**src/rtl/bounce_gen.sv**
```systemverilog
// Mechanical-contact bounce emulator: a clean level command becomes a burst of pseudo-random edges that then settles.
// Latency: 1 cycle from a press change to the first edge (or to btn_out in pass-through); each burst lasts BOUNCE_CYCLES cycles.
// Backpressure: none. press changes during a burst are ignored, and a pending change starts a new burst one cycle after done.
//
// Ports:
//   clk        system clock
//   rstn       synchronous active-low reset
//   press      clean commanded button level
//   bounce_en  1 = emulate bounce, 0 = registered pass-through
//   btn_out    emulated raw contact level (registered)
//   busy       high while a burst is in progress
//   done       one-cycle pulse when a burst ends with btn_out settled
//   toggles    level changes emitted in the current/last burst (saturating)
module bounce_gen #(
    parameter int unsigned BOUNCE_CYCLES = 1000000,
    parameter int unsigned MIN_GAP       = 4,
    parameter int unsigned GAP_BITS      = 12,
    parameter logic [15:0] LFSR_SEED     = 16'hACE1
) (
    input  logic        clk,
    input  logic        rstn,
    input  logic        press,
    input  logic        bounce_en,
    output logic        btn_out,
    output logic        busy,
    output logic        done,
    output logic [15:0] toggles
);

    localparam int unsigned WIN_W = $clog2(BOUNCE_CYCLES);
    // Wide enough to hold MIN_GAP + 2^GAP_BITS - 1 without overflow.
    localparam int unsigned GAP_W = $clog2(MIN_GAP + (1 << GAP_BITS));

    localparam logic [WIN_W-1:0] WIN_LAST = WIN_W'(BOUNCE_CYCLES - 1);

    localparam logic [0:0] S_IDLE   = 1'b0;
    localparam logic [0:0] S_BOUNCE = 1'b1;

    logic [0:0]       state_q, state_d;
    logic [WIN_W-1:0] win_q,   win_d;
    logic [GAP_W-1:0] gap_q,   gap_d;
    logic [15:0]      lfsr_q,  lfsr_d;
    logic [15:0]      tog_q,   tog_d;
    logic             btn_q,   btn_d;
    logic             tgt_q,   tgt_d;
    logic             done_q,  done_d;

    logic [GAP_W-1:0] gap_load;
    logic [15:0]      tog_inc;
    logic             lfsr_fb;

    // Fibonacci LFSR, polynomial x^16 + x^14 + x^13 + x^11.
    assign lfsr_fb  = lfsr_q[15] ^ lfsr_q[13] ^ lfsr_q[12] ^ lfsr_q[10];
    assign gap_load = GAP_W'(MIN_GAP) + GAP_W'(lfsr_q[GAP_BITS-1:0]);
    assign tog_inc  = (tog_q == 16'hFFFF) ? tog_q : tog_q + 16'd1;

    always_comb begin
        lfsr_d  = {lfsr_q[14:0], lfsr_fb};
        state_d = state_q;
        win_d   = win_q;
        gap_d   = gap_q;
        btn_d   = btn_q;
        tgt_d   = tgt_q;
        tog_d   = tog_q;
        done_d  = 1'b0;

        case (state_q)
            S_IDLE: begin
                if (!bounce_en) begin
                    btn_d = press;
                    tgt_d = press;
                end else if (press != tgt_q) begin
                    // Target is latched here and frozen for the whole burst.
                    tgt_d   = press;
                    state_d = S_BOUNCE;
                    btn_d   = ~btn_q;
                    tog_d   = 16'd1;
                    win_d   = '0;
                    gap_d   = gap_load;
                end
            end
            default: begin
                win_d = win_q + 1'b1;
                if (gap_q == '0) begin
                    btn_d = ~btn_q;
                    tog_d = tog_inc;
                    gap_d = gap_load;
                end else begin
                    gap_d = gap_q - 1'b1;
                end
                if (win_q == WIN_LAST) begin
                    // Settle wins over a coincident random toggle; only a real
                    // level change at this edge is counted.
                    btn_d   = tgt_q;
                    tog_d   = (btn_q != tgt_q) ? tog_inc : tog_q;
                    state_d = S_IDLE;
                    done_d  = 1'b1;
                end
            end
        endcase
    end

    always_ff @(posedge clk) begin
        if (!rstn) begin
            state_q <= S_IDLE;
            win_q   <= '0;
            gap_q   <= '0;
            lfsr_q  <= LFSR_SEED;
            tog_q   <= '0;
            btn_q   <= 1'b0;
            tgt_q   <= 1'b0;
            done_q  <= 1'b0;
        end else begin
            state_q <= state_d;
            win_q   <= win_d;
            gap_q   <= gap_d;
            lfsr_q  <= lfsr_d;
            tog_q   <= tog_d;
            btn_q   <= btn_d;
            tgt_q   <= tgt_d;
            done_q  <= done_d;
        end
    end

    assign btn_out = btn_q;
    assign busy    = (state_q == S_BOUNCE);
    assign done    = done_q;
    assign toggles = tog_q;

endmodule

```
**config.mk**
```make
export PLATFORM = sky130hd
export DESIGN_NAME = bounce_gen
export DESIGN_NICKNAME = d
export VERILOG_FILES = /design/src/rtl/bounce_gen.sv
export SDC_FILE = /design/constraint.sdc
export NUM_CORES = 1
export LEC_CHECK = 0
export CORE_MARGIN = 5
export CORE_UTILIZATION = 50
export CTS_BUF_LIST = sky130_fd_sc_hd__clkbuf_4 sky130_fd_sc_hd__clkbuf_8
export CTS_CLUSTER_DIAMETER = 120
export DETAILED_ROUTE_END_ITERATION = 7
export PLACE_DENSITY = 0.69
export SLEW_MARGIN = 25
export SYNTH_ARGS = -nofsm -noshare
export SYNTH_HDL_FRONTEND = slang
export SYNTH_SLANG_ARGS = --single-unit
export TNS_END_PERCENT = 1
```
**constraint.sdc**
```tcl
create_clock -name clk -period 7.2 [get_ports clk]
set_clock_uncertainty 0.05 [all_clocks]
set_input_delay 1.44 -clock clk [delete_from_list [all_inputs] [get_ports clk]]
set_output_delay 1.44 -clock clk [all_outputs]
set_load 0.05 [all_outputs]
```
; Yosys cells after proc, flatten, opt, wreduce, memory -nomap -nowiden
; Cells that the tools add are included.
[word_totals]
latchBits = 0
in_bits = 4
mem_count = 0
out_inout_bits = 19
register_bits = 69
romBits = 0
word_cells = 59
mem_bits_rw = 0
[op_classes]
reduce_logical = 8
eq_ne = 8
div = 0
addsub = 4
n_bitwise = 5
muxes = 26
n_mul = 0
n_lt_le_gt_ge = 0
n_shift = 0
[ops]
columns = cell, n
row1 = 16-bit 2-to-1 mux, 7
row2 = 20-bit 2-to-1 mux, 3
row3 = 13-bit 2-to-1 mux, 4
row4 = 20-bit by 1-bit adder with 20-bit output (second input constant), 1
row5 = 20-bit equality test (second input constant), 1
row6 = 16-bit by 1-bit adder with 16-bit output (second input constant), 1
row7 = 16-bit equality test (second input constant), 1
row8 = 3-bit by 12-bit adder with 13-bit output (first input constant), 1
row9 = 13-bit logical NOT, 1
row10 = 13-bit by 1-bit subtractor with 13-bit output (second input constant), 1
row11 = 1-bit 2-to-1 mux, 12
row12 = 2-bit AND reduction, 4
row13 = 3-bit by 1-bit != test with 1-bit output (second input constant), 2
row14 = 4-bit AND reduction, 1
row15 = 2-bit nonzero test, 2
row16 = 3-bit by 2-bit != test with 1-bit output (second input constant), 1
row17 = 1-bit bitwise XOR, 3
row18 = 1-bit != test, 2
row19 = 2-bit by 1-bit != test with 1-bit output (second input constant), 1
row20 = 1-bit inverter, 2

; Longest topological paths before layout
; Gate-level depths: netlist (run 1).
[depth]
word_depth = 5
ltp_mapped = 10

; Worst setup path before layout (run 1)
; No wires, ideal clock.
[synth_path]
kind = input to register
from = in rstn
to = reg tog_q[15], in the netlist toggles[15]
setup_ns = 0.064
arrival_ns = 2.968
path_slack_ns = 4.119
required_ns = 7.086
cell_stages = 7
path_cell_list = clkinv_1 nor2_1 nand2b_1 or3b_1 buf_2 or3_1 nand3_1
[synth_lines]
columns = element, line_no
row1 = "start, declared", 21  ; input logic rstn,
row2 = "end signal, assigned", 118  ; tog_q <= tog_d;
row3 = "end, declared", 43  ; logic [15:0] tog_q, tog_d;

==> flow_summary.rst, run 1 <==
.. list-table::
   :header-rows: 1

   * - Metric
     - Value
   * - Cell area after synthesis
     - ~0.0035 sq mm
   * - Via count of the first global-routing pass
     - roughly 3,000
   * - Max incr delay on CP
     - around 820 ps
   * - Number of gates resized after CTS
     - 0
   * - Layout Cells excl Fill
     - between 500 and 600
   * - Top_reg_cell synth
     - sky130_fd_sc_hd__dfxtp_1
   * - Required time at the worst-slack endpoint
     - ~7400 ps
   * - Data arrival time of the critical path
     - a little over 5000 ps
   * - CTS tree
     - done
   * - DR WL met2
     - 3.77 mm
   * - Die outline area
     - roughly 0.0088 sq mm
   * - Max-cap violation count
     - 0
   * - Area overhead of the layout relative to synthesis
     - 12.3%
   * - Clock latency on the worst-skew pair
     - around 340 ps
   * - Post-Route WL
     - roughly 8.4 mm
   * - Final routed wire length divided by cell count
     - 15.1 um
   * - TritonCTS Buffers
     - 9
   * - Cells after Synth
     - about 440
   * - Weighted congestion at the end of routability-driven global placement
     - approximately 0.85
   * - Antenna diode instance count
     - 0
   * - Type of the tightest min-delay check
     - reg2reg
   * - Post-Syn Nets
     - roughly 450
   * - Flop and latch count out of synthesis
     - roughly 70
   * - Detailed-route vias per instance
     - roughly 6
   * - Main area contributors after synthesis
     - sky130_fd_sc_hd__dfxtp_1 39%, sky130_fd_sc_hd__nand2_1 5.4%, sky130_fd_sc_hd__a21oi_1 4.5%, sky130_fd_sc_hd__o21ai_0 4.5%, sky130_fd_sc_hd__nand3_1 4.3%
   * - Final TNS setup
     - 0 ps
   * - Core region area
     - around 0.0068 sq mm
   * - Post-CTS Setup Inserts
     - 0
   * - Hold buffer count at cts
     - 0
   * - Endpoint class of the critical path
     - flip-flop
   * - Initial antenna violation count
     - 0
   * - Total overflow reported by the global router
     - 0
   * - Cell with the largest stage delay on the worst path
     - sky130_fd_sc_hd__nor2_1
   * - Count of TritonRoute iterations in the first routing pass
     - 5
   * - Detail Route Antenna Nets
     - 0
   * - Smallest hold slack
     - 364 ps
   * - Buffers from clock root to sink, at most
     - 2
   * - # IOs
     - 23
   * - Final worst path period share
     - 67.4%
   * - Total routing resource utilization after global routing
     - approximately 20%
   * - Htree depth
     - 3
   * - Share of synthesized area occupied by flip-flops and latches
     - around two fifths
   * - Total count of max-transition violations in the final report
     - 0
   * - Cell total after placement
     - roughly 540
   * - Routed length on met3
     - around 290 um
   * - Floorplan die height
     - roughly 94 um
   * - FMAX
     - slightly above 0.2 GHz
   * - Total power after layout
     - roughly 840 uW
   * - Clock root buffer
     - sky130_fd_sc_hd__clkbuf_8
   * - Min setup slack post-route
     - 2350 ps
   * - Largest net degree at the start of global routing
     - 48
   * - Measured slew at the worst slew-check pin
     - approximately 800 ps
   * - Synth top area share
     - roughly two fifths
   * - Power density normalized to cell area
     - 213 mW/mm^2
   * - Critical path class
     - in2reg
   * - CP startpoint kind
     - input port
   * - Total via count after detailed routing
     - between 3,000 and 4,000
   * - Pre-CTS worst setup slack
     - around 2000 ps
   * - Share of flip-flops with an asynchronous set or reset after synthesis
     - 0%
   * - Most common cell after layout, fill and taps aside
     - sky130_fd_sc_hd__dfxtp_1
   * - Sequence of cells on the critical path
     - clkdlybuf4s50_1 -> buf_4 -> clkinv_1 -> nor2_1 -> nand2b_1 -> or3b_1 -> or3_1 -> o21ai_1
   * - Number of enable flip-flop cells after synthesis
     - 0
   * - Instance area after placement
     - 0.00380 sq mm
   * - Remaining routing DRC violations
     - 0
   * - Die boundary width
     - roughly 94 um
   * - Finished layout cell area
     - 0.00395 sq mm
   * - Met1 routed wirelength after detailed routing
     - 4.20 mm
   * - Highest Signal Layer
     - met4
   * - Largest fanout on the critical path
     - 47
   * - Worst max-slew margin expressed relative to the limit
     - roughly 45%
   * - # nets final
     - 462
   * - Leading cell types in the layout, fill and taps excluded
     - 69 x sky130_fd_sc_hd__dfxtp_1, 51 x sky130_fd_sc_hd__nand2_1, 34 x sky130_fd_sc_hd__nor2_1, 32 x sky130_fd_sc_hd__a21oi_1, 32 x sky130_fd_sc_hd__o21ai_0
   * - Starting Density
     - between 50% and 60%
   * - Util after Layout
     - between 50% and 60%
   * - RSZ-0062 raised after global routing
     - false
   * - Leakage component of the power
     - roughly 1.3 nW
   * - Worst ir drop on vdd
     - 116 uV
   * - Worst-path clk slew
     - around 70 ps
   * - Quantity of I/O buffers inserted on ports
     - 22
   * - Delay-heaviest family, CP
     - simple AND/OR/NAND/NOR gates
   * - Endpoints failing hold
     - 0
   * - Synth unique cells
     - 56
   * - Cell Rows
     - 30
   * - Synth warnings
     - 0
   * - Global-route wire length before repair
     - 14.3 mm
   * - Sink Count
     - a little under 70
   * - DPL Wire Length
     - between 5 and 6 mm
   * - Final period demand of the worst path
     - about 4900 ps
   * - Average cell area after synthesis
     - between 7 and 8 sq um
   * - Status
     - completed
   * - Final setup violation count
     - 0
   * - Fraction of final layout cells with drive strength greater than 1
     - 6.13%
   * - Cell type with the highest aggregate area in the netlist
     - sky130_fd_sc_hd__dfxtp_1
   * - Initial detailed-routing violation count
     - 140
   * - Buffers plus inverters on the worst setup path
     - 3
## path summary, 6_finish.rpt
path              startpoint         end  slack, ps  cells after the start
hold reg to reg   lfsr_q[14]  lfsr_q[15]        360                      1
setup / recovery        rstn  toggles[3]       2350                      8
hold / removal    lfsr_q[14]  lfsr_q[15]        360                      1
setup reg to reg    gap_q[0]  toggles[3]       3760                      8
## layout make-up
cell class | instances | area, sq um
Clock buffer | 11 | 139
Fill cell | 640 | 2880
Multi-Input combinational cell | 338 | 2010
Inverter | 10 | 37.5
Tap cell | 96 | 120
Sequential cell | 69 | 1380
Timing Repair Buffer | 26 | 250
Clock inverter | 3 | 15.0
## sequential cells by signal (all words and copies together) (netlist names)
signal / count
done: 1
gap_q: 13
toggles: 16
btn_out: 1
busy: 1
win_q: 20
lfsr_q: 16
tgt_q: 1
## report_power, final
group	internal, mW	switching, mW
registers	0.401	0.0199
logic	0.0550	0.0988
clock network	0.127	0.141
## layer usage
layer | GRT usage, % | vias to the layer above
met4 | 7.46 | 0
met1 | 27.9 | 1525
met2 | 31.0 | 65
li1 | - | 1659
met3 | 3.69 | 11
met5 | 0 | -
## cell families (layout without fill, tap and decap cells)
kind of cell    count (synthesis)  in the layout  synth area share (%)
simple gates                  197            197                  28.8
compound gates                121            121                  22.8
flops                          69             69                  39.2
buf+inv                        34             50                  3.69
xor+xnor                       13             13                  3.23
fa+ha+maj                       4              4                  1.42
mux                             3              3                 0.853
## synth_stat cells, types with 6 or more instances
library cell               count
sky130_fd_sc_hd__o211ai_1      8
sky130_fd_sc_hd__nor3_1       10
sky130_fd_sc_hd__a21oi_1      32
sky130_fd_sc_hd__and2_1        9
sky130_fd_sc_hd__o21ai_0      32
sky130_fd_sc_hd__nor2_1       34
sky130_fd_sc_hd__and3_1        7
sky130_fd_sc_hd__or3_1         7
sky130_fd_sc_hd__a311oi_1      7
sky130_fd_sc_hd__nand4_1      14
sky130_fd_sc_hd__nand2_1      51
sky130_fd_sc_hd__nand2b_1     10
sky130_fd_sc_hd__xor2_1        7
sky130_fd_sc_hd__a31oi_1       8
sky130_fd_sc_hd__xnor2_1       6
sky130_fd_sc_hd__inv_1         9
sky130_fd_sc_hd__nand3_1      30
sky130_fd_sc_hd__clkbuf_1     18
sky130_fd_sc_hd__dfxtp_1      69
No activity file was read; power rests on OpenSTA's default activity.
==> inputs of run 2 (changes only) <==
Clock period 7.2 ns to 4.8 ns, I/O delays scaled along.
==> flow_summary.rst, run 2 (same netlist as run 1, synthesis figures left out) <==
.. list-table::
   :header-rows: 1

   * - Metric
     - Value
   * - Htree depth
     - 3
   * - Final routed wire length divided by cell count
     - 15.2 um
   * - Area overhead of the layout relative to synthesis
     - 14.5%
   * - Fraction of final layout cells with drive strength greater than 1
     - under 10%
   * - Worst ir drop on vdd
     - between 200 and 250 uV
   * - Starting Density
     - 51.6%
   * - Buffers from clock root to sink, at most
     - 2
   * - Via count of the first global-routing pass
     - approximately 3,000
   * - Post-Route WL
     - about 8.5 mm
   * - Clock root buffer
     - sky130_fd_sc_hd__clkbuf_8
   * - Relative contribution of the clock network to total power
     - between 30% and 40%
   * - Most common cell after layout, fill and taps aside
     - sky130_fd_sc_hd__dfxtp_1
   * - Global-route wire length before repair
     - 14.5 mm
   * - Weighted congestion at the end of routability-driven global placement
     - 0.817
   * - Worst max-slew margin expressed relative to the limit
     - between 40% and 50%
   * - Clock latency on the worst-skew pair
     - around 350 ps
   * - Largest fanout on the critical path
     - 14
   * - Initial detailed-routing violation count
     - approximately 300
   * - RSZ-0062 raised after global routing
     - false
   * - Core region area
     - between 0.006 and 0.007 sq mm
   * - Total overflow reported by the global router
     - 0
   * - Total power after layout
     - about 1.4 mW
   * - Smallest hold slack
     - about 360 ps
   * - Measured slew at the worst slew-check pin
     - 890 ps
   * - Buffers plus inverters on the worst setup path
     - 1
   * - Final period demand of the worst path
     - approximately 3400 ps
   * - Switching power share of the total
     - 28.9%
   * - Antenna diode instance count
     - 0
   * - Total via count after detailed routing
     - 3,337
   * - Initial antenna violation count
     - 0
   * - Type of the tightest min-delay check
     - reg2reg
   * - Endpoint class of the critical path
     - flip-flop
   * - Quantity of I/O buffers inserted on ports
     - 22
   * - Flip-flop count of the largest register, all copies and words added
     - 20
   * - Number of filler instances in the final layout
     - 633
   * - Floorplan die height
     - between 90 and 100 um
   * - Endpoint of the lowest-slack register-to-register path
     - toggles[3]
   * - Remaining routing DRC violations
     - 0
   * - Critical path class
     - reg2reg
   * - Largest net degree at the start of global routing
     - 47
   * - FMAX
     - ~0.29 GHz
   * - Cell Rows
     - 30
   * - Leading cell types in the layout, fill and taps excluded
     - 69 x sky130_fd_sc_hd__dfxtp_1, 51 x sky130_fd_sc_hd__nand2_1, 34 x sky130_fd_sc_hd__nor2_1, 32 x sky130_fd_sc_hd__a21oi_1, 32 x sky130_fd_sc_hd__o21ai_0
   * - Final TNS setup
     - 0 ps
   * - Area of the multi-input gates
     - 0.00201 sq mm
   * - Total routing resource utilization after global routing
     - 20.5%
   * - Max-cap violation count
     - 0
   * - Reg2Reg Depth
     - 8
   * - Max incr delay on CP
     - roughly 800 ps
   * - Die outline area
     - ~0.0088 sq mm
   * - Status
     - completed
   * - Leakage component of the power
     - ~1.3 nW
   * - Launch point of the worst reg-to-reg path
     - gap_q[0]
   * - Post-CTS Setup Inserts
     - 0
   * - Detailed-route vias per instance
     - about 6
   * - Hold buffer count at cts
     - 0
   * - # IOs
     - 23
   * - Worst reg-to-reg setup slack
     - roughly 1400 ps
   * - Sink Count
     - slightly below 70
   * - Share of total power in combinational logic
     - between 15 and 20%
   * - DPL Wire Length
     - ~5.4 mm
   * - Power density normalized to cell area
     - about 350 mW/mm^2
   * - Detail Route Antenna Nets
     - 0
   * - Number of gates resized after CTS
     - 0
   * - Final setup violation count
     - 0
   * - CP startpoint kind
     - flip-flop
   * - CTS tree
     - done
   * - Hold_sp
     - lfsr_q[14]
   * - Worst-path clk slew
     - 70 ps
   * - Sequence of cells on the critical path
     - inv_1 -> ha_1 -> or4b_1 -> o41ai_4 -> a31oi_2 -> or3b_1 -> or3_1 -> o21ai_1
   * - TritonCTS Buffers
     - 9
   * - Count of TritonRoute iterations in the first routing pass
     - 5
   * - Data arrival time of the critical path
     - roughly 3600 ps
   * - Total net switching power
     - between 400 and 500 uW
   * - Total count of max-transition violations in the final report
     - 0
   * - Final worst path period share
     - 70.7%
   * - Hold Path Cell Cnt
     - 1
   * - Delay-heaviest family, CP
     - simple AND/OR/NAND/NOR gates
   * - Sequential group share of total power
     - 44.7%
   * - Internal power
     - between 1 and 1.5 mW
   * - Cell with the largest stage delay on the worst path
     - sky130_fd_sc_hd__o41ai_4
   * - Endpoint with the worst hold slack
     - lfsr_q[15]
   * - Die boundary width
     - ~94 um
   * - Endpoints failing hold
     - 0
   * - Sequential standard cell area
     - roughly 0.0014 sq mm
   * - Required time at the worst-slack endpoint
     - ~5000 ps
   * - Top register by number of flip-flops
     - win_q
   * - # nets final
     - 462
-- run 2: cell count changes in the layout (fill, tap and decap cells not counted) --
| cell | delta |
|---|---|
| sky130_fd_sc_hd__clkbuf_8 | +2 |
| sky130_fd_sc_hd__clkinv_2 | -2 |
| sky130_fd_sc_hd__clkinv_4 | +2 |
| sky130_fd_sc_hd__bufinv_16 | +2 |
| sky130_fd_sc_hd__clkbuf_4 | -2 |
-- run 2: metrics by stage --
stage / utilization [%] / cells / instance area, sq um / worst slack [ps]
2_1_floorplan: - / 441 / 3520 / 2070
3_3_place_gp: 55.6 / 539 / 3800 / 1360
3_5_place_dp: 55.6 / 539 / 3800 / 1270
4_1_cts: 59.0 / 555 / 4030 / 1380
5_1_grt: 59.0 / 555 / 4030 / 1170
6_report: 59.0 / 555 / 4030 / 1400
-- run 2: layout make-up --
type / count / area share (%)
multi-input combinational: 338 / 49.8
inverter: 10 / 0.931
clock buffer: 11 / 3.75
clock inverter: 5 / 2.05
sequential: 69 / 34.2
timing repair buffer: 26 / 6.20
tap: 96 / 2.98
-- run 2: worst max path at each step --
stage               depth (start not counted)  startpoint     endpoint  slack [ps]
floorplan                                  10    gap_q[0]  toggles[15]        2070
global placement                            8        rstn  toggles[15]        1360
detailed placement                          8        rstn  toggles[15]        1270
CTS                                         8    gap_q[0]  toggles[15]        1380
global route                                7    gap_q[0]   toggles[5]        1170
finish                                      8    gap_q[0]   toggles[3]        1400
-- run 2: per-layer routing --
layer  global-route usage, %  wire (um)
met4                    8.54        138
met2                    32.3       3820
met1                    27.4       4180
met5                       0          0
met3                    4.01        323
-- run 2: power groups by stage --
| stage | logic (mW) | registers [mW] | clock network, mW |
|---|---|---|---|
| after floorplan | 0.163 | 0.652 | 0 |
| after global placement | 0.224 | 0.644 | 0 |
| after detailed placement | 0.228 | 0.644 | 0 |
| after CTS | 0.230 | 0.631 | 0.562 |
| after global routing | 0.257 | 0.637 | 0.589 |
| final | 0.229 | 0.632 | 0.553 |
==> inputs of run 3 (changes only) <==
Clock period 4.8 ns to 3.5 ns, I/O delays scaled along.
==> flow_summary.rst, run 3 (same netlist as run 1, synthesis figures left out) <==
.. list-table::
   :header-rows: 1

   * - Metric
     - Value
   * - CTS tree
     - done
   * - Total overflow reported by the global router
     - 0
   * - CP startpoint kind
     - flip-flop
   * - Final period demand of the worst path
     - 2940 ps
   * - Sink Count
     - between 60 and 70
   * - Layout Cells excl Fill
     - roughly 560
   * - Util after Layout
     - roughly three fifths
   * - Worst max-slew margin expressed relative to the limit
     - 45.7%
   * - Die outline area
     - around 0.0088 sq mm
   * - Hold_sp
     - lfsr_q[14]
   * - Initial antenna violation count
     - 0
   * - Pre-CTS worst setup slack
     - around 600 ps
   * - Global-route wire length before repair
     - between 10 and 15 mm
   * - Post-Route WL
     - roughly 8.6 mm
   * - Data arrival time of the critical path
     - between 3000 and 4000 ps
   * - Detail Route Antenna Nets
     - 0
   * - Final setup violation count
     - 0
   * - Via count of the first global-routing pass
     - roughly 3,000
   * - Clock latency on the worst-skew pair
     - 350 ps
   * - Total routing resource utilization after global routing
     - around a fifth
   * - Finished layout cell area
     - between 0.004 and 0.005 sq mm
   * - Total count of max-transition violations in the final report
     - 0
   * - Endpoints failing hold
     - 0
   * - Cell Rows
     - 30
   * - Final TNS setup
     - 0 ps
   * - Clock root buffer
     - sky130_fd_sc_hd__clkbuf_8
   * - DPL Wire Length
     - between 5 and 6 mm
   * - Post-CTS Setup Inserts
     - 0
   * - Measured slew at the worst slew-check pin
     - slightly above 800 ps
   * - Die boundary width
     - 93.9 um
   * - Required time at the worst-slack endpoint
     - ~3700 ps
   * - Leading cell types in the layout, fill and taps excluded
     - 69 x sky130_fd_sc_hd__dfxtp_1, 51 x sky130_fd_sc_hd__nand2_1, 34 x sky130_fd_sc_hd__nor2_1, 32 x sky130_fd_sc_hd__a21oi_1, 32 x sky130_fd_sc_hd__o21ai_0
   * - # IOs
     - 23
   * - Launch point of the worst reg-to-reg path
     - gap_q[1]
   * - Core region area
     - roughly 0.007 sq mm
   * - Endpoint class of the critical path
     - flip-flop
   * - Status
     - completed
   * - Area overhead of the layout relative to synthesis
     - 14.3%
   * - Antenna diode instance count
     - 0
   * - Most common cell after layout, fill and taps aside
     - sky130_fd_sc_hd__dfxtp_1
   * - TritonCTS Buffers
     - 9
   * - Final worst path period share
     - between 80% and 90%
   * - Number of filler instances in the final layout
     - 650
   * - Largest fanout on the critical path
     - 10
   * - Type of the tightest min-delay check
     - reg2reg
   * - # nets final
     - between 400 and 500
   * - Leakage component of the power
     - 1.35 nW
   * - Sequence of cells on the critical path
     - inv_1 -> ha_1 -> or4b_1 -> o41ai_4 -> a31oi_2 -> or3b_1 -> or3_1 -> nand3_1
   * - Startpoint of the most critical setup path
     - gap_q[1]
   * - Top register by number of flip-flops
     - win_q
   * - FMAX
     - 0.340 GHz
   * - Critical path class
     - reg2reg
   * - Max-cap violation count
     - 0
   * - RSZ-0062 raised after global routing
     - false
   * - Worst-path clk slew
     - roughly 80 ps
   * - Total via count after detailed routing
     - about 3,400
   * - Final routed wire length divided by cell count
     - 15.3 um
   * - Floorplan die height
     - about 94 um
   * - Max incr delay on CP
     - ~600 ps
   * - Number of gates resized after CTS
     - 0
   * - Instance area after placement
     - 0.00385 sq mm
   * - Worst ir drop on vdd
     - 259 uV
   * - Htree depth
     - 3
   * - Fraction of final layout cells with drive strength greater than 1
     - between 7 and 8%
   * - Min setup slack post-route
     - approximately 560 ps
   * - Detailed-route vias per instance
     - 6.01
   * - Starting Density
     - 51.6%
   * - Largest net degree at the start of global routing
     - 47
   * - Weighted congestion at the end of routability-driven global placement
     - around 0.83
   * - Hold buffer count at cts
     - 0
   * - Count of TritonRoute iterations in the first routing pass
     - 5
   * - Remaining routing DRC violations
     - 0
   * - Cell with the largest stage delay on the worst path
     - sky130_fd_sc_hd__or3b_1
   * - Buffers from clock root to sink, at most
     - 2
   * - Quantity of I/O buffers inserted on ports
     - 22
   * - Flip-flop count of the largest register, all copies and words added
     - 20
   * - Initial detailed-routing violation count
     - ~230
   * - Power density normalized to cell area
     - around 440 mW/mm^2
   * - Cell total after placement
     - 546
## run 3: cell types whose count changed in the layout (fill, tap and decap cells not counted)
cell                         change
sky130_fd_sc_hd__clkinv_4        -1
sky130_fd_sc_hd__bufinv_16       -2
sky130_fd_sc_hd__clkbuf_8        -2
sky130_fd_sc_hd__clkinv_2        +1
sky130_fd_sc_hd__clkinvlp_4      +3
sky130_fd_sc_hd__inv_6           +1
sky130_fd_sc_hd__buf_4           +7
## run 3: stage by stage
stage          total power [mW]  hold slack [ps]
2_1_floorplan              1.12              336
3_3_place_gp               1.20              343
3_5_place_dp               1.21              357
4_1_cts                    1.79              376
5_1_grt                    1.87              375
6_report                   1.78              374
## run 3: per-layer routing
metal  vias to the layer above  wire, um  global-route usage, %
met4                         0        75                   5.90
met1                      1616      4110                   27.7
met2                        80      3980                   32.0
li1                       1675         -                      -
met3                         9       407                   5.37
met5                         -         0                      0
## run 3: final timing paths
kind / endpoint / slack (ps) / cells after the start
max reg2reg: toggles[15] / 560 / 8
min reg2reg: lfsr_q[15] / 370 / 1
min: lfsr_q[15] / 370 / 1
max: toggles[15] / 560 / 8
## run 3: area by class of cell
cell class | instances | area [sq um] | area share (%)
multi-input combinational | 338 | 2010 | 49.9
tap | 96 | 120 | 2.98
inverter | 10 | 37.5 | 0.932
sequential | 69 | 1380 | 34.3
timing repair buffer | 33 | 303 | 7.52
clock inverter | 7 | 50.0 | 1.24
clock buffer | 9 | 124 | 3.08
## run 3: worst max-delay path: cells and delay by family (launching register included)
family          cells  cell delay [ps]
fa+ha+maj           1              200
buf+inv             1               90
compound gates      2              540
flops               1              330
simple gates        4             1670
## run 3: power breakdown
group / internal, mW / switching (mW) / leakage [nW]
Sequential: 0.824 / 0.0469 / 0.564
Combinational: 0.120 / 0.202 / 0.700
Clock: 0.258 / 0.332 / 0.0816
Total: 1.20 / 0.581 / 1.35
